### config.mk
export PLATFORM = sky130hd
export DESIGN_NAME = fuzzy_rule_engine
export DESIGN_NICKNAME = d
export VERILOG_FILES = /design/src/rtl/fuzzy_rule_engine.sv
export SDC_FILE = /design/constraint.sdc
export NUM_CORES = 1
export LEC_CHECK = 0
export CORE_MARGIN = 3
export CORE_UTILIZATION = 55
export DETAILED_ROUTE_END_ITERATION = 6
export PLACE_DENSITY = 0.82
export RECOVER_POWER = 50
export SYNTH_ARGS = -nofsm -noshare
export SYNTH_HDL_FRONTEND = slang
export SYNTH_SLANG_ARGS = --single-unit
### constraint.sdc
create_clock -name clk -period 15.25 [get_ports clk]
set_input_delay 3.05 -clock clk [delete_from_list [all_inputs] [get_ports clk]]
set_output_delay 3.05 -clock clk [all_outputs]
set_load 0.01 [all_outputs]
### src/rtl/fuzzy_rule_engine.sv
// fuzzy_rule_engine: 3x3 Mamdani rule inference with singleton defuzzification via restoring divider
module fuzzy_rule_engine (
    input  logic               clk,
    input  logic               rst_n,
    input  logic               in_valid,
    output logic               in_ready,
    input  logic [15:0]        mu_e_neg,
    input  logic [15:0]        mu_e_zero,
    input  logic [15:0]        mu_e_pos,
    input  logic [15:0]        mu_de_neg,
    input  logic [15:0]        mu_de_zero,
    input  logic [15:0]        mu_de_pos,
    input  logic [71:0]        rule_s,
    output logic               out_valid,
    input  logic               out_ready,
    output logic signed [7:0]  y,
    output logic               den_zero
);
    typedef enum logic [1:0] {IDLE, RULE, DIV, DONE} state_t;
    state_t              r_state;
    state_t              w_next;
    logic [15:0]         r_mu_e [3];
    logic [15:0]         r_mu_de [3];
    logic signed [7:0]   r_s [9];
    logic [3:0]          r_k;
    logic [4:0]          r_cnt;
    logic signed [28:0]  r_num;
    logic [19:0]         r_den;
    logic [27:0]         r_quo;
    logic [19:0]         r_rem;
    logic                r_neg;
    logic signed [7:0]   r_y;
    logic                r_den_zero;
    logic [1:0]          w_i;
    logic [1:0]          w_j;
    logic [15:0]         w_w;
    logic signed [7:0]   w_s;
    logic signed [24:0]  w_wx;
    logic signed [24:0]  w_sx;
    logic signed [24:0]  w_prod;
    logic signed [28:0]  w_num_nx;
    logic [19:0]         w_den_nx;
    logic [20:0]         w_rem_sh;
    logic                w_ge;
    logic [19:0]         w_rem_nx;
    logic [27:0]         w_quo_nx;
    logic [7:0]          w_q;

    assign in_ready  = (r_state == IDLE);
    assign out_valid = (r_state == DONE);
    assign y         = r_y;
    assign den_zero  = r_den_zero;

    // rule weight/product for the current k, plus one restoring-divider step
    always_comb begin
        w_i      = (r_k >= 4'd6) ? 2'd2 : (r_k >= 4'd3) ? 2'd1 : 2'd0;
        w_j      = 2'(r_k - ((r_k >= 4'd6) ? 4'd6 : (r_k >= 4'd3) ? 4'd3 : 4'd0));
        w_w      = (r_mu_e[w_i] < r_mu_de[w_j]) ? r_mu_e[w_i] : r_mu_de[w_j];
        w_s      = r_s[r_k];
        w_wx     = {9'b0, w_w};
        w_sx     = {{17{w_s[7]}}, w_s};
        w_prod   = w_wx * w_sx;
        w_num_nx = r_num + {{4{w_prod[24]}}, w_prod};
        w_den_nx = r_den + {4'b0, w_w};
        w_rem_sh = {r_rem, r_quo[27]};
        w_ge     = (w_rem_sh >= {1'b0, r_den});
        w_rem_nx = w_ge ? (w_rem_sh[19:0] - r_den) : w_rem_sh[19:0];
        w_quo_nx = {r_quo[26:0], w_ge};
        w_q      = r_neg ? (8'd0 - w_quo_nx[7:0]) : w_quo_nx[7:0];
    end

    // next-state decode: IDLE->RULE->DIV->DONE->IDLE
    always_comb begin
        w_next = r_state;
        if (r_state == IDLE && in_valid)
            w_next = RULE;
        else if (r_state == RULE && r_k == 4'd8)
            w_next = DIV;
        else if (r_state == DIV && r_cnt == 5'd27)
            w_next = DONE;
        else if (r_state == DONE && out_ready)
            w_next = IDLE;
    end

    // state register
    always_ff @(posedge clk) begin
        if (!rst_n)
            r_state <= IDLE;
        else
            r_state <= w_next;
    end

    // capture, accumulate, divide; the divider is loaded on the last rule cycle with the final sums
    always_ff @(posedge clk) begin
        if (!rst_n) begin
            for (int n = 0; n < 3; n++) begin
                r_mu_e[n]  <= '0;
                r_mu_de[n] <= '0;
            end
            for (int n = 0; n < 9; n++)
                r_s[n] <= '0;
            r_k        <= '0;
            r_cnt      <= '0;
            r_num      <= '0;
            r_den      <= '0;
            r_quo      <= '0;
            r_rem      <= '0;
            r_neg      <= 1'b0;
            r_y        <= '0;
            r_den_zero <= 1'b0;
        end else if (r_state == IDLE) begin
            if (in_valid) begin
                r_mu_e[0]  <= mu_e_neg;
                r_mu_e[1]  <= mu_e_zero;
                r_mu_e[2]  <= mu_e_pos;
                r_mu_de[0] <= mu_de_neg;
                r_mu_de[1] <= mu_de_zero;
                r_mu_de[2] <= mu_de_pos;
                for (int n = 0; n < 9; n++)
                    r_s[n] <= rule_s[8*n +: 8];
                r_k   <= '0;
                r_num <= '0;
                r_den <= '0;
            end
        end else if (r_state == RULE) begin
            r_num <= w_num_nx;
            r_den <= w_den_nx;
            r_k   <= r_k + 4'd1;
            if (r_k == 4'd8) begin
                r_quo <= w_num_nx[28] ? 28'(-w_num_nx) : 28'(w_num_nx);
                r_rem <= '0;
                r_neg <= w_num_nx[28];
                r_cnt <= '0;
            end
        end else if (r_state == DIV) begin
            r_quo <= w_quo_nx;
            r_rem <= w_rem_nx;
            r_cnt <= r_cnt + 5'd1;
            if (r_cnt == 5'd27) begin
                r_y        <= (r_den == '0) ? 8'sd0 : $signed(w_q);
                r_den_zero <= (r_den == '0);
            end
        end
    end
endmodule

==> metrics <==
status finished with violations; failing checks capacitance limit, slew limit; Top FF cell, synth edfxtp_1; row cnt between 70 and 80; sequential area share after synthesis a little over a third; R2R setup slack around 1500 ps; CTS tree yes; layout cells sized above 1 5.54%; Highest Clock Rate 72.8 MHz; worst-margin pin slew 4330 ps; Post-Layout Inst Area 24800 um^2; fin crit share ~90%; initial antenna violation count 0; area share of the largest cell type after synthesis between 20% and 30%; IO Count ~180; drt first pass iters 5; routed length per instance approximately 17 um; CTS max path bufs 3; CTS resizes 0; Tot GR Track Use approximately a quarter; Crit path arrival time about 14000 ps; first-pass GRT wire length roughly 85000 um; slowest stage cell on the critical path xor2_2; Final Total Pwr between 3 and 4 mW; Yosys reg bits 290; CP Capture Type flip-flop; Pwr Density about 160 nW/um^2; post-CTS setup buffers 0; PortBufs between 150 and 200; Die Ht 203 um; Yosys warning count 0; Avg Inst Size Synth 9.22 um^2; Final WS setup about 1500 ps; Worst Path Max Fanout 31; synth cell count leaders nor2_1, inv_1, nand2_1; GRT overflow 0; Clk pin slew, worst setup/hold paths ~60 ps; unrepaired setup endpoints after global routing false; Worst Path Required around 16000 ps; number of CTS-inserted buffers 34; antenna cells 0; pre-CTS setup slack between 1500 and 2000 ps; CORE AREA roughly 38000 um^2; CP dominant cell by count a21o_1; clock sink count 290; worst-skew pair later-pin latency ~560 ps; count of maximum capacitance violations 6; vias in the first global route ~17k; Max Slew Vio Count between 300 and 400; DR DRC count 0; Layout Area Growth over Synthesis 15.9%; worst-case clock skew approximately 27 ps; classification of the worst setup path reg -> reg; Leak 10.9 nW; Area after DPL ~24000 um^2; Slowest Stage Delay on Critical Path 1000 ps; Fin. Hold Viols 0; hold buffers post-CTS 0; area of the mapped netlist 21400 um^2; largest net degree at the start of global routing ~140; Final min period between 10000 and 15000 ps; Die W between 200 and 250 um; Final Net Count 2881; most frequent cell after synthesis nor2_1; Final Non-Filler Cells around 3.0k; DP HPWL around 40000 um; via count approximately 17k; H-tree levels 2; Syn Inst Count around 2.3k; worst rel slew slack -188%; placed instance count between 2k and 3k; Final setup viols 0; Final Wtd Congestion ~0.9; ys async rst share 0%; initial core utilization between 50% and 60%; setup TNS 0 ps; die area roughly 41000 um^2; 1st-iter DRT viols about 1.3k; Via density around 5.8; clk root buf clkbuf_16; Yosys top cell by area edfxtp_1; worst min path class reg -> reg; WL final about 52000 um; startpoint types flip-flop; antenna-violating nets left 0; EDFF count, synth between 150 and 200; top cells by area, synth edfxtp_1, dfxtp_1, ha_1; Max IR drop VDD 136 uV; Yosys cell types a little over 80; Syn Nets 2737
flip-flops by register name (all words and copies together) (netlist names), named ones only:
| name | flops |
|---|---|
| r_mu_de | 48 |
| den_zero | 1 |
| r_k | 4 |
| r_neg | 1 |
| r_den | 20 |
| r_mu_e | 48 |
| r_state | 2 |
| r_quo | 28 |
| r_rem | 20 |
| r_num | 29 |
| r_cnt | 5 |
| y | 8 |
| r_s | 72 |
critical path: cells and delay by family (launching register included):
family	cells	cell delay [ps]
XOR/XNOR	2	1170
AO/OA/AOI/OAI	22	5460
adder cells (fa/ha/maj)	9	4030
AND/OR/NAND/NOR	8	1160
buffers and inverters	6	810
multiplexers	2	610
flip-flops	1	380
per-stage QoR:
| stage | hold WS, ps | utilization (%) |
|---|---|---|
| global placement | 448 | 62.5 |
| CTS | 463 | 65.4 |
| floorplan | 425 | - |
| finish | 457 | 65.3 |
| global route | 481 | 65.3 |
| detailed placement | 454 | 62.5 |
final cells by class:
| type | instances | area, um^2 |
|---|---|---|
| clock buffers | 49 | 968 |
| flip-flops and latches | 290 | 7490 |
| well taps | 511 | 639 |
| fillers | 2986 | 13200 |
| multi-input cells | 1720 | 12800 |
| clock inverters | 8 | 126 |
| repair buffers | 211 | 2020 |
| inverters | 211 | 792 |
cells by family after synthesis:
family                     after synthesis  share of synthesized area [%]
xor gates and xnor gates                92                           3.76
adders and majority gates              241                           17.2
and+or+nand+nor                        838                           18.9
muxes                                   79                           4.65
AOI/OAI and AO/OA                      470                           15.1
DFF                                    290                           34.9
buffers and inverters                  314                           5.57
path summary, 6_finish.rpt:
check / startpoint / depth (start not counted) / end
setup reg to reg: r_k[1] / 49 / r_quo[25]
setup / recovery: r_k[1] / 49 / r_quo[25]
hold reg to reg: r_num[24] / 2 / r_num[24]
hold / removal: r_num[24] / 2 / r_num[24]
placed cells by master (no fill, tap or decap), types with 63 or more instances in the layout:
cell type and instances:
ha_1 153, dfxtp_1 122, and2_0 63, nor2_1 273
inv_1 210, nand2_1 196, edfxtp_1 168, and2_1 113
a21oi_1 95, fa_1 88, o21ai_0 100, clkdlybuf4s50_1 170
power breakdown:
part,leakage (nW),switching [mW],internal (mW)
combinational,7.60,1.32,0.838
sequential,2.80,0.0244,0.891
clock,0.532,0.324,0.478
total,10.9,1.67,2.21
metal layers:
| layer | global-route usage (%) | share of wire (%) | up-vias |
|---|---|---|---|
| met5 | 0 | 0 | - |
| met4 | 8.82 | 2.9 | 0 |
| met3 | 4.92 | 7.6 | 118 |
| met2 | 40.4 | 47 | 675 |
| met1 | 33.3 | 43 | 8210 |
| li1 | - | - | 8370 |
No activity file was read; power rests on OpenSTA's default activity.
